--- src/rtl/inbox_writer.sv ---
// inbox_writer: buffers host bytes in a small FIFO and issues single-cycle INBOX write strobes to hrmcpu.
// Optional feature macro INBOX_WRITER_DELAY_EN: honour the per-byte s_delay countdown before each write.
module inbox_writer #(
    parameter int unsigned DEPTH_LOG2 = 2,
    parameter int unsigned DELAY_W    = 10
) (
    input  logic                clk,
    input  logic                i_rst,
    input  logic [7:0]          s_data,
    input  logic [DELAY_W-1:0]  s_delay,
    input  logic                s_valid,
    output logic                s_ready,
    input  logic                cpu_in_full,
    output logic [7:0]          cpu_in_data,
    output logic                cpu_in_wr,
    output logic                busy,
    output logic [DEPTH_LOG2:0] level
);
    localparam int unsigned DEPTH = 2 ** DEPTH_LOG2;
    localparam logic [DEPTH_LOG2:0] FULL_LEVEL = {1'b1, {DEPTH_LOG2{1'b0}}};

    typedef enum logic [1:0] {IDLE, WAIT, WRITE, GAP} state_t;
    state_t state;

    logic [7:0]            data_mem [DEPTH];
    logic [DEPTH_LOG2-1:0] wr_ptr;
    logic [DEPTH_LOG2-1:0] rd_ptr;
    logic                  push;
    logic                  pop;
    logic                  cnt_zero;

    // Readiness depends only on occupancy, so a same-cycle pop never unblocks a full FIFO.
    assign s_ready = (level != FULL_LEVEL) && !i_rst;
    assign push    = s_valid && s_ready;
    assign pop     = (state == WAIT) && cnt_zero && !cpu_in_full;
    assign busy    = (level != '0) || (state != IDLE);

`ifdef INBOX_WRITER_DELAY_EN
    logic [DELAY_W-1:0] delay_mem [DEPTH];
    logic [DELAY_W-1:0] cnt;

    assign cnt_zero = (cnt == '0);

    always_ff @(posedge clk) begin
        if (push) delay_mem[wr_ptr] <= s_delay;
    end

    // The countdown runs regardless of cpu_in_full; full only stalls the final write.
    always_ff @(posedge clk or posedge i_rst) begin
        if (i_rst) begin
            cnt <= '0;
        end else if (state == IDLE && level != '0) begin
            cnt <= delay_mem[rd_ptr];
        end else if (state == WAIT && !cnt_zero) begin
            cnt <= cnt - DELAY_W'(1);
        end
    end
`else
    logic unused_delay;
    assign unused_delay = ^s_delay;
    assign cnt_zero     = 1'b1;
`endif

    always_ff @(posedge clk) begin
        if (push) data_mem[wr_ptr] <= s_data;
    end

    always_ff @(posedge clk or posedge i_rst) begin
        if (i_rst) begin
            wr_ptr <= '0;
            rd_ptr <= '0;
            level  <= '0;
        end else begin
            if (push) wr_ptr <= wr_ptr + DEPTH_LOG2'(1);
            if (pop)  rd_ptr <= rd_ptr + DEPTH_LOG2'(1);
            case ({push, pop})
                2'b10:   level <= level + (DEPTH_LOG2 + 1)'(1);
                2'b01:   level <= level - (DEPTH_LOG2 + 1)'(1);
                default: level <= level;
            endcase
        end
    end

    always_ff @(posedge clk or posedge i_rst) begin
        if (i_rst) begin
            state       <= IDLE;
            cpu_in_wr   <= 1'b0;
            cpu_in_data <= '0;
        end else begin
            case (state)
                IDLE: begin
                    if (level != '0) state <= WAIT;
                end
                WAIT: begin
                    if (pop) begin
                        state       <= WRITE;
                        cpu_in_wr   <= 1'b1;
                        cpu_in_data <= data_mem[rd_ptr];
                    end
                end
                WRITE: begin
                    cpu_in_wr <= 1'b0;
                    state     <= GAP;
                end
                // GAP lets cpu_in_full reflect the write just issued before the next byte is considered.
                GAP: begin
                    state <= IDLE;
                end
                default: begin
                    state <= IDLE;
                end
            endcase
        end
    end
endmodule

--- config.mk ---
export PLATFORM = sky130hd
export DESIGN_NAME = inbox_writer
export DESIGN_NICKNAME = d
export VERILOG_FILES = /design/src/rtl/inbox_writer.sv
export SDC_FILE = /design/constraint.sdc
export NUM_CORES = 1
export LEC_CHECK = 0
export CAP_MARGIN = 20
export CORE_MARGIN = 5
export CORE_UTILIZATION = 30
export DETAILED_ROUTE_END_ITERATION = 16
export HOLD_SLACK_MARGIN = 0.06
export SYNTH_ARGS = -nofsm -noshare
export SYNTH_HDL_FRONTEND = slang
export SYNTH_SLANG_ARGS = --single-unit
--- constraint.sdc ---
create_clock -name clk -period 3.2 [get_ports clk]
set_input_delay 0.96 -clock clk [delete_from_list [all_inputs] [get_ports clk]]
set_output_delay 0.96 -clock clk [all_outputs]
set_load 0.02 [all_outputs]
==> qor.yml, run 1 <==
outcome: "finished clean"
final-setup-viol-count: 0
drt-initial-drc-count: 40
synth_top_area_share_pct: 46.7
synth_fp_nets: 165
synth_async_sr_flop_share_pct: 36.0
ys.flop_type: "edfxtp_1"
die_y_um: 92.8
syn_inst: 133
port_buffers: 25
cp_common_cell: "clkdlybuf4s50_1"
ctsHoldBuffers: 0
dr_wl_met3_um: 123
critical-path-top-delay-family: "buffers and inverters"
vias: 1116
path_clk_slew_ns: 0.10
cp-start-kind: "primary input"
ff2ff_path_depth: 9
p_leak_nw: 0.988
multi_input_area_um2: 598
dp_hpwl_um: 2320
wl_met2_um: 1710
finalCritPeriodShare_pct: 97.1
placed_cell_area_mm2: 0.00240
hold_viol_final: 0
ios: 36
postLayoutCoreUtil_pct: 37.4
synth-edff-count: 32
max_cap_viol_count: 0
timing.critical_path.buf_inv: 2
layout.cells.most_common: "edfxtp_1"
nFillCells: 634
cp_slowest_cell: "clkdlybuf4s50_1"
antenna_found_initial: 0
rsz0062_at_grt: "no"
most-common-layout-cells: "32 x edfxtp_1, 25 x clkdlybuf4s50_1, 18 x dfrtp_1"
seq_area_mm2: 0.00141
synth_cell_types: 23
crit_fanout: 3
layout_min_cycle_time_ns: 3.11
drv_slew: 0
grt_overflow_total: 0
max_slew_margin_pct: 37.5
track_usage_pct: 8.89
peakVddDrop_v: 0.000276
tightest_slew_ns: 0.937
crit_end: "s_ready"
htreeDepth: 2
detail-route-antenna-nets: 0
drive_gt1_share_pct: 8.54
gp_congestion: 0.656
powerDensity_mw_per_mm2: 857
worstReg2RegEnd: "level[2]"
yosysSeqAreaShare_pct: 68.6
tritoncts: "yes"
regToRegSetupSlack_ns: 1.26
top_layer_used: "met4"
syn_area_per_cell_um2: 15.5
grt_pass1_vias: 1160
criticalPathCategory: "in2out"
cp-startpoint: "i_rst"
end_kind: "output port"
numCtsBuffers: 5
total_power_w: 0.00215
clock_latency_ns: 0.30
post_cts.resized_instances: 0
core_mm2: 0.00672
clock_skew_ns: 0.0137
synth_top_area_cell: "edfxtp_1"
n_antenna_cell: 0
cts_buffer_depth: 2
dr.pass1.iters: 3
wl_met1_um: 1640
die_w_um: 92.8
yosys_warnings: 0
area_growth_pct: 22.1
root_buffer: "clkbuf_8"
yosys-top-cells-area: "edfxtp_1 47%, dfrtp_1 22%, mux2i_1 8.3%, ha_1 5.5%, o221ai_1 3.4%"
r2r-start: "state[1]"
drt-total-wl_um: 3530
vias_per_cell: 4.57
post_cts_buffers: 0
wl_per_cell_um: 14.5
hold_class: "reg2reg"
clock-sinks: 50
max_stage_delay_ns: 0.63
grt_pass1_wl_um: 5850
critPathArrivalTime_ns: 2.15
num-nets-final: 195
fmaxAchievable_ghz: 0.322
initial_core_util_pct: 30.6
netlist_area_mm2: 0.00206
path_cells: "clkdlybuf4s50_1, a21oi_1, clkdlybuf4s50_1"
worstPathRequired_ns: 2.24
finalInstanceArea_mm2: 0.00251
rows: 30
die-area_mm2: 0.00862
crit_cells: 3
tns_ns: 0
ys_ff_latch: 50
route.detailed.drc: 0
grt_start_max_net_pins: 19
==> per-stage QoR <==
stage	hold slack, ns	worst slack [ns]	std cells
final	0.501	0.0940	244
after global routing	0.540	0.0179	244
after CTS	0.501	0.0815	244
after detailed placement	0.477	0.0806	236
after global placement	0.473	0.0650	236
after floorplan	0.460	0.766	133
==> final cells by class <==
| type | instances | area share [%] |
|---|---|---|
| timing repair buffer | 27 | 10.6 |
| inverter | 7 | 1.05 |
| multi-input combinational | 72 | 23.8 |
| sequential | 50 | 56.2 |
| clock inverter | 3 | 1.69 |
| tap | 80 | 3.98 |
| clock buffer | 5 | 2.74 |
==> worst min path at each step <==
stage	from	end	slack [ns]	cells past startpoint
6_report	rd_ptr[0]	rd_ptr[0]	0.50	2
5_1_grt	cpu_in_data[0]	cpu_in_data[0]	0.54	2
4_1_cts	rd_ptr[0]	rd_ptr[0]	0.50	2
3_5_place_dp	rd_ptr[0]	rd_ptr[0]	0.48	2
3_3_place_gp	rd_ptr[0]	rd_ptr[0]	0.47	2
2_1_floorplan	rd_ptr[0]	rd_ptr[0]	0.46	2
==> sequential cells by signal (all words and copies together) (netlist names) <==
| register | count |
|---|---|
| data_mem | 32 |
| state | 2 |
| wr_ptr | 2 |
| cpu_in_wr | 1 |
| level | 3 |
| rd_ptr | 2 |
| cpu_in_data | 8 |
==> Yosys cell counts (2+ instances only) <==
master / instances
o221ai_1: 8
nand2_1: 12
mux2i_1: 17
xnor2_1: 4
edfxtp_1: 32
nor2_1: 4
inv_1: 7
buf_2: 3
nand2b_1: 3
mux2_2: 2
dfrtp_1: 18
ha_1: 9
and2_1: 4
==> kinds of logic (layout without fill, tap and decap cells) <==
| kind of cell | count (synthesis) | in the layout | synth area share (%) |
|---|---|---|---|
| buffers and inverters | 11 | 42 | 2.37 |
| XOR/XNOR | 5 | 5 | 2.13 |
| AO/OA/AOI/OAI | 11 | 11 | 4.32 |
| AND/OR/NAND/NOR | 26 | 26 | 6.26 |
| flip-flops | 50 | 50 | 68.6 |
| multiplexers | 20 | 20 | 9.91 |
| adder cells (fa/ha/maj) | 10 | 10 | 6.44 |
==> routing by layer <==
| layer | global-route usage (%) | vias to the layer above |
|---|---|---|
| li1 | - | 536 |
| met1 | 11.5 | 555 |
| met2 | 14.3 | 19 |
| met3 | 2.52 | 6 |
| met4 | 2.93 | 0 |
| met5 | 0 | - |
==> power breakdown <==
group / leakage, nW / total, W / internal [W] / switching (W)
registers: 0.509 / 0.00100 / 0.000848 / 0.000153
logic: 0.423 / 0.000708 / 0.000364 / 0.000344
clock network: 0.0562 / 0.000444 / 0.000233 / 0.000211
==> worst min-delay path: cells and delay by family, from the launching register on <==
kind | cells | cell delay (ns)
flops | 1 | 0.37
simple gates | 2 | 0.11
Power figures use the tool's default switching activity.
==> run 2, diff against run 1 <==
--- a/config.mk
+++ b/config.mk
@@ -5,7 +5,7 @@
 export SDC_FILE = /design/constraint.sdc
 export NUM_CORES = 1
 export LEC_CHECK = 0
-export CAP_MARGIN = 20
+export CAP_MARGIN = 40
 export CORE_MARGIN = 5
 export CORE_UTILIZATION = 30
 export DETAILED_ROUTE_END_ITERATION = 16
==> run 2 against run 1 <==
Sequential power about the same; combinational power up 6.1%; cell area grew 0.95%; clock-buffer cell count unchanged.
==> qor.yml, run 2 (synthesis results as in run 1) <==
pre_cts_ws_ns: 0.0722  # was 0.0806 ns
clock_skew_ns: 0.00712  # was 0.0137 ns
p_comb_share_pct: 34.5  # was 32.9%
initial_core_util_pct: 30.6  # unchanged
top_regs: "data_mem x32, cpu_in_data x8, level x3"  # unchanged
grt_pass1_wl_um: 5970  # was 5850 µm
drt-total-wl_um: 3450  # was 3530 µm
p_leak_nw: 1.01  # was 0.988 nW
dp_hpwl_um: 2350  # was 2320 µm
numCtsBuffers: 5  # unchanged
clock_latency_ns: 0.31  # was 0.30 ns
criticalPathCategory: "reg2out"  # was in2out
grt_overflow_total: 0  # unchanged
finalCritPeriodShare_pct: 92.0  # was 97.1%
vias_per_cell: 4.62  # was 4.57
rows: 30  # unchanged
cts_buffer_depth: 2  # unchanged
postLayoutCoreUtil_pct: 37.7  # was 37.4%
layout.cells.most_common: "edfxtp_1"  # unchanged
largest_register: "data_mem"  # unchanged
port_buffers: 25  # unchanged
path_clk_slew_ns: 0.10  # about the same
ff2ff_path_depth: 9  # unchanged
path_cells: "inv_1, ha_1, or4b_4, clkdlybuf4s50_1"  # was clkdlybuf4s50_1, a21oi_1, clkdlybuf4s50_1
drt-initial-drc-count: 28  # was 40
internal-power_w: 0.00146  # was 0.00145 W
post_cts_buffers: 0  # unchanged
die-area_mm2: 0.00862  # unchanged
p_sw_share_pct: 33.0  # was 32.9%
worstPathRequired_ns: 2.24  # about the same
die_w_um: 92.8  # unchanged
vias: 1133  # was 1116
ios: 36  # unchanged
power_frac_seq_pct: 44.4  # was 46.5%
detail-route-antenna-nets: 0  # unchanged
drive_gt1_share_pct: 9.70  # was 8.54%
antenna_found_initial: 0  # unchanged
cp-start-kind: "flip-flop"  # was primary input
hold_class: "reg2reg"  # unchanged
switching_power_w: 0.000719  # was 0.000708 W
gp_congestion: 0.656  # unchanged
dp_cells: 237  # was 236
layout_min_cycle_time_ns: 2.95  # was 3.11 ns
most-common-layout-cells: "32 x edfxtp_1, 24 x clkdlybuf4s50_1, 18 x dfrtp_1"  # was 32 x edfxtp_1, 25 x clkdlybuf4s50_1, 18 x dfrtp_1
outcome: "finished clean"  # unchanged
wl_per_cell_um: 14.1  # was 14.5 µm
drv_slew: 0  # unchanged
critPathArrivalTime_ns: 1.99  # was 2.15 ns
final-setup-viol-count: 0  # unchanged
max_cap_viol_count: 0  # unchanged
route.detailed.drc: 0  # unchanged
layout_setup_ws_ns: 0.255  # was 0.0940 ns
track_usage_pct: 9.01  # was 8.89%
num-nets-final: 196  # was 195
powerDensity_mw_per_mm2: 860  # was 857 mW/mm²
fmaxAchievable_ghz: 0.340  # was 0.322 GHz
clkPwrFrac_pct: 21.1  # was 20.6%
tritoncts: "yes"  # unchanged
tightest_slew_ns: 0.726  # was 0.937 ns
crit_fanout: 4  # was 3
grt_pass1_vias: 1172  # was 1160
hold_depth: 2  # unchanged
n_antenna_cell: 0  # unchanged
fin_cells: 245  # was 244
max_stage_delay_ns: 0.55  # was 0.63 ns
largest_reg_flops: 32  # unchanged
root_buffer: "clkbuf_8"  # unchanged
core_mm2: 0.00672  # unchanged
dr.pass1.iters: 4  # was 3
clock-sinks: 50  # unchanged
max_slew_margin_pct: 51.5  # was 37.5%
cp_slowest_cell: "clkdlybuf4s50_1"  # unchanged
area_growth_pct: 23.2  # was 22.1%
peakVddDrop_v: 0.000265  # was 0.000276 V
hold_viol_final: 0  # unchanged
end_kind: "output port"  # unchanged
tns_ns: 0  # unchanged
grt_start_max_net_pins: 19  # unchanged
placed_cell_area_mm2: 0.00242  # was 0.00240 mm²
rsz0062_at_grt: "no"  # unchanged
finalInstanceArea_mm2: 0.00254  # was 0.00251 mm²
die_y_um: 92.8  # unchanged
htreeDepth: 2  # unchanged
-- run 2: worst paths after layout --
check / from / to / slack [ns]
setup / recovery: state[0] / busy / 0.25
hold / removal: rd_ptr[0] / rd_ptr[0] / 0.50
setup reg to reg: state[1] / level[2] / 1.25
hold reg to reg: rd_ptr[0] / rd_ptr[0] / 0.50
max in group asynchronous: i_rst / cpu_in_data[7] / 1.63
min in group asynchronous: i_rst / level[2] / 1.11
-- run 2: area by class of cell --
type,count,area [µm²]
multi-input cells,72,598
clock buffers,5,68.8
repair buffers,28,283
fillers,638,4180
flip-flops and latches,50,1410
inverters,7,26.3
clock inverters,3,48.8
well taps,80,100
-- run 2: power groups by stage --
stage	sequential (W)	combinational (W)	clock, W
CTS	0.000972	0.000769	0.000472
global route	0.000997	0.000841	0.000499
global placement	0.00101	0.000714	0
floorplan	0.00103	0.000426	0
detailed placement	0.000986	0.000766	0
finish	0.000969	0.000751	0.000460
-- run 2: critical path, delay by kind of cell (launching register included) --
family / cells / cell delay (ns)
buffers and inverters: 2 / 0.67
and+or+nand+nor: 1 / 0.46
DFF: 1 / 0.39
adders and majority gates: 1 / 0.15
-- run 2: what timing repair did --
item	CTS	global route
hold buffers	0	0
endpoints found under the setup margin	0	1
gates resized for setup	0	1
-- run 2: per-stage QoR --
| stage | total power [W] | hold WS, ns |
|---|---|---|
| after floorplan | 0.00146 | 0.460 |
| after global placement | 0.00173 | 0.473 |
| after detailed placement | 0.00175 | 0.478 |
| after CTS | 0.00221 | 0.504 |
| after global routing | 0.00234 | 0.540 |
| final | 0.00218 | 0.500 |
-- run 2: metal layers --
layer / global-route usage (%) / wire [µm]
met2: 14.8 / 1730
met1: 11.5 / 1550
met5: 0 / 0
met3: 2.27 / 131
met4: 3.30 / 36
==> run 3, diff against run 2 <==
--- a/config.mk
+++ b/config.mk
@@ -10,6 +10,7 @@
 export CORE_UTILIZATION = 30
 export DETAILED_ROUTE_END_ITERATION = 16
 export HOLD_SLACK_MARGIN = 0.06
+export RECOVER_POWER = 25
 export SYNTH_ARGS = -nofsm -noshare
 export SYNTH_HDL_FRONTEND = slang
 export SYNTH_SLANG_ARGS = --single-unit
==> constraint.sdc (replaced) <==
create_clock -name clk -period 3 [get_ports clk]
set_input_delay 0.9 -clock clk [delete_from_list [all_inputs] [get_ports clk]]
set_output_delay 0.9 -clock clk [all_outputs]
set_load 0.02 [all_outputs]
==> run 3 against run 2 <==
Hold slack got worse by 0.0073 ns; sequential power grew 6%; via count down 0.62%; power up 10%; critical path type unchanged; critical endpoint unchanged.
==> qor.yml, run 3 (synthesis results as in run 1) <==
grtUsageMet3_pct: 2.36  # was 2.27%
cp_slowest_cell: "clkdlybuf4s50_1"  # unchanged
grt_overflow_total: 0  # unchanged
clock_latency_ns: 0.29  # was 0.31 ns
path_cells: "inv_1, ha_1, or4b_4, clkdlybuf4s50_1"  # unchanged
rows: 30  # unchanged
die_w_um: 92.8  # unchanged
cts_buffer_depth: 2  # unchanged
power_frac_seq_pct: 43.0  # was 44.4%
max_cap_viol_count: 0  # unchanged
root_buffer: "clkbuf_8"  # unchanged
internal-power_w: 0.00165  # was 0.00146 W
most-common-layout-cells: "32 x edfxtp_1, 18 x dfrtp_1, 17 x mux2i_1, 17 x clkdlybuf4s50_1, 12 x nand2_1"  # was 32 x edfxtp_1, 24 x clkdlybuf4s50_1, 18 x dfrtp_1
vias_per_cell: 4.50  # was 4.62
timing.critical_path.buf_inv: 2  # unchanged
finalInstanceArea_mm2: 0.00259  # was 0.00254 mm²
pre_cts_ws_ns: -0.0213  # was 0.0722 ns
regToRegSetupSlack_ns: 1.06  # was 1.25 ns
worstHoldStart: "cpu_in_data[2]"  # was rd_ptr[0]
hold_end: "cpu_in_data[2]"  # was rd_ptr[0]
switching_power_w: 0.000751  # was 0.000719 W
die_y_um: 92.8  # unchanged
max_slew_margin_pct: 47.8  # was 51.5%
antenna_found_initial: 0  # unchanged
placed_cell_area_mm2: 0.00245  # was 0.00242 mm²
clock-sinks: 50  # unchanged
final-setup-viol-count: 0  # unchanged
area_growth_pct: 25.8  # was 23.2%
vias: 1126  # was 1133
max_stage_delay_ns: 0.55  # about the same
criticalPathCategory: "reg2out"  # unchanged
ff2ff_path_depth: 9  # unchanged
p_comb_share_pct: 34.0  # was 34.5%
drv_slew: 0  # unchanged
worstReg2RegEnd: "level[2]"  # unchanged
drive_gt1_share_pct: 12.4  # was 9.70%
initial_core_util_pct: 30.6  # unchanged
rsz0062_at_grt: "no"  # unchanged
end_kind: "output port"  # unchanged
cp-start-kind: "flip-flop"  # unchanged
n_antenna_cell: 0  # unchanged
dr.pass1.iters: 4  # unchanged
top_regs: "data_mem x32, cpu_in_data x8, level x3"  # unchanged
powerDensity_mw_per_mm2: 926  # was 860 mW/mm²
grt_pass1_wl_um: 5980  # was 5970 µm
layout_setup_ws_ns: 0.130  # was 0.255 ns
gp_congestion: 0.651  # was 0.656
largest_reg_flops: 32  # unchanged
route.detailed.drc: 0  # unchanged
port_buffers: 25  # unchanged
crit_fanout: 4  # unchanged
finalCritPeriodShare_pct: 95.7
hold_viol_final: 0  # unchanged
num-nets-final: 201  # was 196
p_sw_share_pct: 31.3  # was 33.0%
r2r-start: "state[1]"  # unchanged
fmaxAchievable_ghz: 0.348
critPathArrivalTime_ns: 1.97  # was 1.99 ns
tritoncts: "yes"  # unchanged
hold_class: "reg2reg"  # unchanged
peakVddDrop_v: 0.000308  # was 0.000265 V
met2_usage_pct: 14.5  # was 14.8%
critical-path-top-delay-family: "buffers and inverters"  # unchanged
busiest_layer: "met2"  # unchanged
tightest_slew_ns: 0.782  # was 0.726 ns
clock_skew_ns: 0.00460  # was 0.00712 ns
clkPwrFrac_pct: 23.0  # was 21.1%
drt-initial-drc-count: 27  # was 28
htreeDepth: 2  # unchanged
p_leak_nw: 1.04  # was 1.01 nW
hold_depth: 2  # unchanged
dp_hpwl_um: 2410  # was 2350 µm
layout_min_cycle_time_ns: 2.87
largest_register: "data_mem"  # unchanged
numCtsBuffers: 5  # unchanged
grtUsageMet1_pct: 11.7  # was 11.5%
core_mm2: 0.00672  # unchanged
path_clk_slew_ns: 0.09  # was 0.10 ns
worstPathRequired_ns: 2.10  # was 2.24 ns
layout.cells.most_common: "edfxtp_1"  # unchanged
grt_start_max_net_pins: 19  # unchanged
postLayoutCoreUtil_pct: 38.5  # was 37.7%
die-area_mm2: 0.00862  # unchanged
outcome: "finished clean"  # unchanged
detail-route-antenna-nets: 0  # unchanged
drt-total-wl_um: 3510  # was 3450 µm
wl_per_cell_um: 14.1  # about the same
track_usage_pct: 9.06  # was 9.01%
ios: 36  # unchanged
grt_pass1_vias: 1201  # was 1172
tns_ns: 0  # unchanged
==> run 3: worst max path at each step <==
stage	from	to	slack, ns	depth (start not counted)
final	state[0]	busy	0.13	4
after CTS	state[0]	busy	0.1	4
after detailed placement	i_rst	s_ready	-0.02	3
after floorplan	i_rst	level[2]	0.63	8
after global routing	state[0]	busy	0.05	4
after global placement	i_rst	s_ready	-0.006	3
==> run 3: worst register-to-register path, stage by stage, from the launching register on <==
cell	delay, ns
dfrtp_1	0.38
inv_1	0.08
ha_1	0.21
nand2b_1	0.10
inv_1	0.09
ha_1	0.23
fa_1	0.38
xnor2_1	0.17
nor2_1	0.07
xor2_1	0.13
==> run 3: power groups by stage <==
stage               combinational (W)  clock, W  sequential (W)
finish                       0.000816  0.000552         0.00103
global route                 0.000918  0.000594         0.00106
CTS                          0.000835  0.000572         0.00104
detailed placement           0.000835         0         0.00105
global placement             0.000777         0         0.00108
floorplan                    0.000454         0         0.00110
==> run 3: what timing repair did <==
item                       in CTS  in global routing
hold endpoints to repair        0                  0
resized for setup               1                  0
buffers inserted                0                  0
setup endpoints to repair       1                  0
hold buffers                    0                  0
==> run 3: final cells by class <==
| type | count | area [µm²] |
|---|---|---|
| Clock buffer | 5 | 68.8 |
| Tap cell | 80 | 100 |
| Sequential cell | 50 | 1410 |
| Fill cell | 611 | 4130 |
| Inverter | 7 | 26.3 |
| Timing Repair Buffer | 33 | 317 |
| Multi-Input combinational cell | 72 | 598 |
| Clock inverter | 3 | 68.8 |
==> run 3: metrics by stage <==
stage | std cells | hold WS, ns | total power [W]
floorplan | 133 | 0.460 | 0.00155
global placement | 241 | 0.478 | 0.00186
detailed placement | 242 | 0.478 | 0.00188
CTS | 250 | 0.503 | 0.00244
global route | 250 | 0.539 | 0.00257
finish | 250 | 0.493 | 0.00240
==> run 3: layer usage <==
layer | part of all wire, % | up-vias | wire length [µm]
met1 | 45 | 549 | 1580
li1 | - | 551 | -
met3 | 4.3 | 4 | 152
met5 | 0 | - | 0
met2 | 49 | 22 | 1730
met4 | 1.6 | 0 | 55
